--- src/rtl/avalon_mm_csr_master.sv ---
// Avalon-MM CSR initiator: one command at a time in, one response per command out.
// Stalls on waitrequest, waits for readdatavalid on reads, and aborts with an error on timeout.
module avalon_mm_csr_master #(
   parameter int ADDR_WIDTH     = 2,
   parameter int DATA_WIDTH     = 32,
   parameter int TIMEOUT_CYCLES = 255   // must be >= 2
) (
   input  logic                  clk,
   input  logic                  reset_n,
   // command port
   input  logic                  cmd_valid,
   output logic                  cmd_ready,
   input  logic                  cmd_write,
   input  logic [ADDR_WIDTH-1:0] cmd_address,
   input  logic [DATA_WIDTH-1:0] cmd_writedata,
   // response port
   output logic                  rsp_valid,
   input  logic                  rsp_ready,
   output logic                  rsp_write,
   output logic                  rsp_error,
   output logic [DATA_WIDTH-1:0] rsp_readdata,
   // Avalon-MM initiator
   output logic [ADDR_WIDTH-1:0] csr_address,
   output logic                  csr_read,
   output logic                  csr_write,
   output logic [DATA_WIDTH-1:0] csr_writedata,
   input  logic                  csr_waitrequest,
   input  logic [DATA_WIDTH-1:0] csr_readdata,
   input  logic                  csr_readdatavalid,
   // status
   output logic [15:0]           timeout_count
);

   localparam logic [1:0] S_IDLE   = 2'd0;
   localparam logic [1:0] S_REQ    = 2'd1;
   localparam logic [1:0] S_RDWAIT = 2'd2;
   localparam logic [1:0] S_RSP    = 2'd3;

   localparam int              CNT_W    = $clog2(TIMEOUT_CYCLES + 1);
   localparam logic [CNT_W-1:0] CNT_LAST = CNT_W'(TIMEOUT_CYCLES - 1);

   logic [1:0]            r_state;
   logic [CNT_W-1:0]      r_wait_cnt;
   logic                  r_is_write;
   logic                  r_csr_read;
   logic                  r_csr_write;
   logic [ADDR_WIDTH-1:0] r_csr_address;
   logic [DATA_WIDTH-1:0] r_csr_writedata;
   logic                  r_rsp_valid;
   logic                  r_rsp_write;
   logic                  r_rsp_error;
   logic [DATA_WIDTH-1:0] r_rsp_readdata;
   logic [15:0]           r_timeout_count;

   logic w_cmd_fire;
   logic w_waiting;
   logic w_exit;
   logic w_abort;

   // cmd_ready is gated by reset_n so it is low for the whole reset window.
   assign cmd_ready  = (r_state == S_IDLE) & reset_n;
   assign w_cmd_fire = cmd_valid & cmd_ready;

   // A slave exit on the same edge as the timeout takes priority over the abort.
   assign w_waiting = (r_state == S_REQ) | (r_state == S_RDWAIT);
   assign w_exit    = ((r_state == S_REQ)    & ~csr_waitrequest) |
                      ((r_state == S_RDWAIT) &  csr_readdatavalid);
   assign w_abort   = w_waiting & ~w_exit & (r_wait_cnt == CNT_LAST);

   // NOTE: state registers use non-blocking assignments so every register samples pre-edge values.
   always_ff @(posedge clk or negedge reset_n) begin
      if (!reset_n) begin
         r_state         <= S_IDLE;
         r_wait_cnt      <= '0;
         r_is_write      <= 1'b0;
         r_csr_read      <= 1'b0;
         r_csr_write     <= 1'b0;
         r_csr_address   <= '0;
         r_csr_writedata <= '0;
         r_rsp_valid     <= 1'b0;
         r_rsp_write     <= 1'b0;
         r_rsp_error     <= 1'b0;
         r_rsp_readdata  <= '0;
         r_timeout_count <= '0;
      end else if (w_abort) begin
         r_csr_read     <= 1'b0;
         r_csr_write    <= 1'b0;
         r_rsp_valid    <= 1'b1;
         r_rsp_write    <= r_is_write;
         r_rsp_error    <= 1'b1;
         r_rsp_readdata <= '0;
         r_state        <= S_RSP;
         if (r_timeout_count != 16'hFFFF)
            r_timeout_count <= r_timeout_count + 16'd1;
      end else begin
         case (r_state)
            S_IDLE: begin
               if (w_cmd_fire) begin
                  r_is_write      <= cmd_write;
                  r_csr_read      <= ~cmd_write;
                  r_csr_write     <= cmd_write;
                  r_csr_address   <= cmd_address;
                  r_csr_writedata <= cmd_writedata;
                  r_wait_cnt      <= '0;
                  r_state         <= S_REQ;
               end
            end
            S_REQ: begin
               if (!csr_waitrequest) begin
                  r_csr_read  <= 1'b0;
                  r_csr_write <= 1'b0;
                  r_wait_cnt  <= '0;
                  if (r_is_write) begin
                     r_rsp_valid    <= 1'b1;
                     r_rsp_write    <= 1'b1;
                     r_rsp_error    <= 1'b0;
                     r_rsp_readdata <= '0;
                     r_state        <= S_RSP;
                  end else begin
                     r_state <= S_RDWAIT;
                  end
               end else begin
                  r_wait_cnt <= r_wait_cnt + CNT_W'(1);
               end
            end
            S_RDWAIT: begin
               if (csr_readdatavalid) begin
                  r_rsp_valid    <= 1'b1;
                  r_rsp_write    <= 1'b0;
                  r_rsp_error    <= 1'b0;
                  r_rsp_readdata <= csr_readdata;
                  r_state        <= S_RSP;
               end else begin
                  r_wait_cnt <= r_wait_cnt + CNT_W'(1);
               end
            end
            S_RSP: begin
               if (rsp_ready) begin
                  r_rsp_valid <= 1'b0;
                  r_state     <= S_IDLE;
               end
            end
            default: r_state <= S_IDLE;
         endcase
      end
   end

   assign csr_address   = r_csr_address;
   assign csr_read      = r_csr_read;
   assign csr_write     = r_csr_write;
   assign csr_writedata = r_csr_writedata;
   assign rsp_valid     = r_rsp_valid;
   assign rsp_write     = r_rsp_write;
   assign rsp_error     = r_rsp_error;
   assign rsp_readdata  = r_rsp_readdata;
   assign timeout_count = r_timeout_count;

endmodule

--- config.mk ---
export PLATFORM = sky130hd
export DESIGN_NAME = avalon_mm_csr_master
export DESIGN_NICKNAME = d
export VERILOG_FILES = /design/src/rtl/avalon_mm_csr_master.sv
export SDC_FILE = /design/constraint.sdc
export NUM_CORES = 1
export LEC_CHECK = 0
export BUFFER_PORTS_ARGS = -buffer_cell sky130_fd_sc_hd__buf_2
export CAP_MARGIN = 40
export CORE_MARGIN = 2
export CORE_UTILIZATION = 50
export DETAILED_ROUTE_END_ITERATION = 10
export PLACE_DENSITY = 0.8
export SETUP_SLACK_MARGIN = 0.2
export SLEW_MARGIN = 20
export SYNTH_ARGS = -nofsm -noshare
export SYNTH_HDL_FRONTEND = slang
export SYNTH_SLANG_ARGS = --single-unit
--- constraint.sdc ---
create_clock -name clk -period 3 [get_ports clk]
set_clock_uncertainty 0.2 [all_clocks]
set_input_delay 0.3 -clock clk [delete_from_list [all_inputs] [get_ports clk]]
set_output_delay 0.3 -clock clk [all_outputs]
set_load 0.03 [all_outputs]
==> results.md <==
- CP max FO: 34
- Cell taking the most area after synthesis: dfrtp_1
- Fraction of layout instances using a drive strength above 1: 36.94%
- Die X: 100.4 um
- Sum Neg Setup Slack: 0 ns
- CP Cell Sequence: inv_1 > ha_1 > and4_1 > and4_2 > o21a_2 > buf_12 > mux2i_1
- Period minus WS final: 2.704 ns
- Most instantiated flip-flop cell in the synthesis netlist: dfrtp_1
- Final period util: 90.14%
- Global-route wire length before repair: 18820 um
- Number of nets still failing antenna checks after routing: 0
- Instance count along the most critical hold path: 3
- Class of the most critical hold timing path: in2reg
- Synth top area cells: dfrtp_1 (53%), mux2_4 (9.7%), mux2i_1 (7.8%)
- GRT Overall Usage: 23.80%
- Largest net degree at the start of global routing: 61
- Number of maximum-capacitance violations: 0
- Commonest non-fill, non-tap cell in the layout: buf_2
- Filler cells: 612
- Via count: 3831
- Detail-routed via count per cell: 5.184
- Drt first-iter violations: 203
- GP Congestion: 0.8679
- Crit. End Element: flip-flop
- Area used by sequential logic in the layout: 0.002452 mm2
- CTS tree: yes
- Outcome: complete, no violations
- Final net count: 706
- Synth top area share: 52.74%
- Remaining Overflow, GRT: 0
- Final Hold Slack: 0.006713 ns
- Area inside the core boundary: 0.009109 mm2
- DRC violation count after routing: 0
- Relative slew slack: 54.35%
- Post-synthesis instance area: 0.004649 mm2
- Achievable Freq: 0.3698 GHz
- Std-Cell Rows: 35
- Share of total power in the clock network: 13.8%
- Clock latency at the later pin of the worst-skew pair: 0.36 ns
- Total internal power: 3.312 mW
- Number of buffers created by CTS: 9
- Crit path arrival time: 2.78 ns
- Worst path slowest cell: dfrtp_1
- Max Buffers Root-to-Sink: 2
- Clock slew at the register clock pins of the worst setup and hold paths: 0.10 ns
- Vias in the first global route: 3862
- Cell leakage power: 3.395 nW
- Flops & latches, synth: 98
- Fraction of registers with async set/reset: 100.0%
- Post-detailed-routing wire length: 11910 um
- RSZ-0062 raised after global routing: yes
- Count of endpoints failing hold in the final timing report: 0
- WL per Instance: 16.12 um
- Synthesized instance count: 394
- Share of power burned in registers: 33.5%
- Starting density of the core: 51.04%
- Mean instance size in the synthesized netlist: 11.80 um2
- IO Count: 161
- Die area: 0.01009 mm2
- Power per cell area: 913.7 mW/mm2
- Number of search-and-repair iterations in the first detailed-routing pass: 4
- Commonest cells after routing, fill and taps aside: buf_2 (159), dfrtp_1 (98), dlygate4sd3_1 (65)
- Total number of yosys warnings: 0
- Layout overhead on the synthesized area: 38.72%
- Number of cells on the worst reg-to-reg path: 7
- Sort of element at the start of the critical path: flip-flop
- Worst-Margin Slew: 0.6786 ns
- Multi-input combinational cell area: 0.001933 mm2
- Fraction of power spent switching nets: 43.79%
- Number of antenna violations at the first check in global routing: 0
- Final setup vio count: 0
- Net switching power of the design: 2.581 mW
- DPL Wire Length: 7531 um
- Number of enable flip-flop cells after synthesis: 0
- Net count after synthesis: 477
- Crit path kind: reg2reg
- Data required time at the worst endpoint: 3.08 ns
- Worst VDD drop: 0.5876 mV
- Sequential element share of the synthesized area: 52.74%
- Number of inserted diodes: 0
- Number of sinks handled by clock tree synthesis: 98
- Slew Viols, Final: 0
- Combinational Power Share: 52.8%
- H-tree levels: 3
- Yosys cell types: 46
- Slowest stage delay, CP: 0.48 ns
- Height of the chip: 100.4 um
- CTS Root Buffer Type: clkbuf_8
- Number of buffers added on ports: 160
-- worst paths after layout --
kind                                   from                to  slack (ns)
max                              r_state[0]  rsp_readdata[24]        0.30
min                        csr_readdata[11]  rsp_readdata[11]       0.007
max reg2reg                      r_state[0]  rsp_readdata[24]        0.30
min reg2reg                   r_wait_cnt[7]     r_wait_cnt[7]        0.30
max in group asynchronous           reset_n     r_wait_cnt[2]        1.39
min in group asynchronous           reset_n  rsp_readdata[14]        0.11
-- stage by stage --
stage	setup WS (ns)	util (%)	instance area, um2	total power [mW]	instances
floorplan	0.7217	-	4649	4.217	394
global placement	0.4788	61.24	5578	4.888	657
detailed placement	0.3120	61.24	5578	4.978	657
CTS	0.2763	70.43	6415	5.873	738
global route	0.1764	70.81	6450	6.232	739
finish	0.2957	70.81	6450	5.893	739
-- cells by family after synthesis --
| group | count (synthesis) | share of synthesized area, % |
|---|---|---|
| mux | 73 | 19.13 |
| simple gates | 106 | 11.79 |
| flops | 98 | 52.74 |
| xor+xnor | 15 | 2.826 |
| compound gates | 32 | 4.925 |
| buf+inv | 60 | 5.893 |
| fa+ha+maj | 10 | 2.691 |
-- per-layer routing --
metal  vias to the layer above  global-route usage (%)  wire, um
met3                        39                   4.596       631
met2                       149                   40.84      6088
met1                      1840                   29.44      4755
li1                       1803                       -         -
met5                         -                       0         0
met4                         0                   10.01       436
-- power by group through the flow --
| stage | sequential (mW) | combinational, mW | clock (mW) |
|---|---|---|---|
| floorplan | 2.72 | 1.50 | 0 |
| global placement | 1.97 | 2.92 | 0 |
| detailed placement | 1.99 | 2.99 | 0 |
| CTS | 1.96 | 3.07 | 0.839 |
| global route | 2.02 | 3.32 | 0.897 |
| finish | 1.97 | 3.11 | 0.811 |
-- critical path, delay by kind of cell, from the launching register on --
family / cells / cell delay, ns
buffers and inverters: 2 / 0.37
AO/OA/AOI/OAI: 1 / 0.20
AND/OR/NAND/NOR: 2 / 0.73
multiplexers: 1 / 0.29
adder cells (fa/ha/maj): 1 / 0.35
flip-flops: 1 / 0.48
-- cells in the mapped netlist (all sizes together), types with 3 or more instances --
cell,instances
nand4,5
a21o,3
and4,4
xor2,15
and3,5
nor2,8
nor4,11
buf,13
dfrtp,98
inv,41
o21ai,7
ha,10
clkbuf,5
mux2i,36
nor3,7
a21oi,4
nand3,12
nand2,40
nand2b,3
o31ai,8
mux2,37
-- state kept, by name (all words and copies together) (netlist names) --
signal and cells:
rsp_write 1, csr_read 1, r_state 2, csr_writedata 32
rsp_valid 1, timeout_count 16, r_is_write 1, rsp_readdata 32
r_wait_cnt 8, csr_address 2, csr_write 1, rsp_error 1
-- what timing repair did --
item | 4_1_cts | 5_1_grt
hold endpoints to repair | 102 | 0
buffers inserted | 0 | 0
setup endpoints to repair | 0 | 36
hold buffers | 65 | 0
resized for setup | 0 | 2
-- cell type report --
| class | instances | area share [%] |
|---|---|---|
| clock buffers | 11 | 2.192 |
| clock inverters | 5 | 0.6984 |
| well taps | 111 | 2.153 |
| repair buffers | 236 | 24.52 |
| flip-flops and latches | 98 | 38.02 |
| multi-input cells | 236 | 29.97 |
| inverters | 42 | 2.444 |
Note: power is estimated with default switching activity, not from simulation.
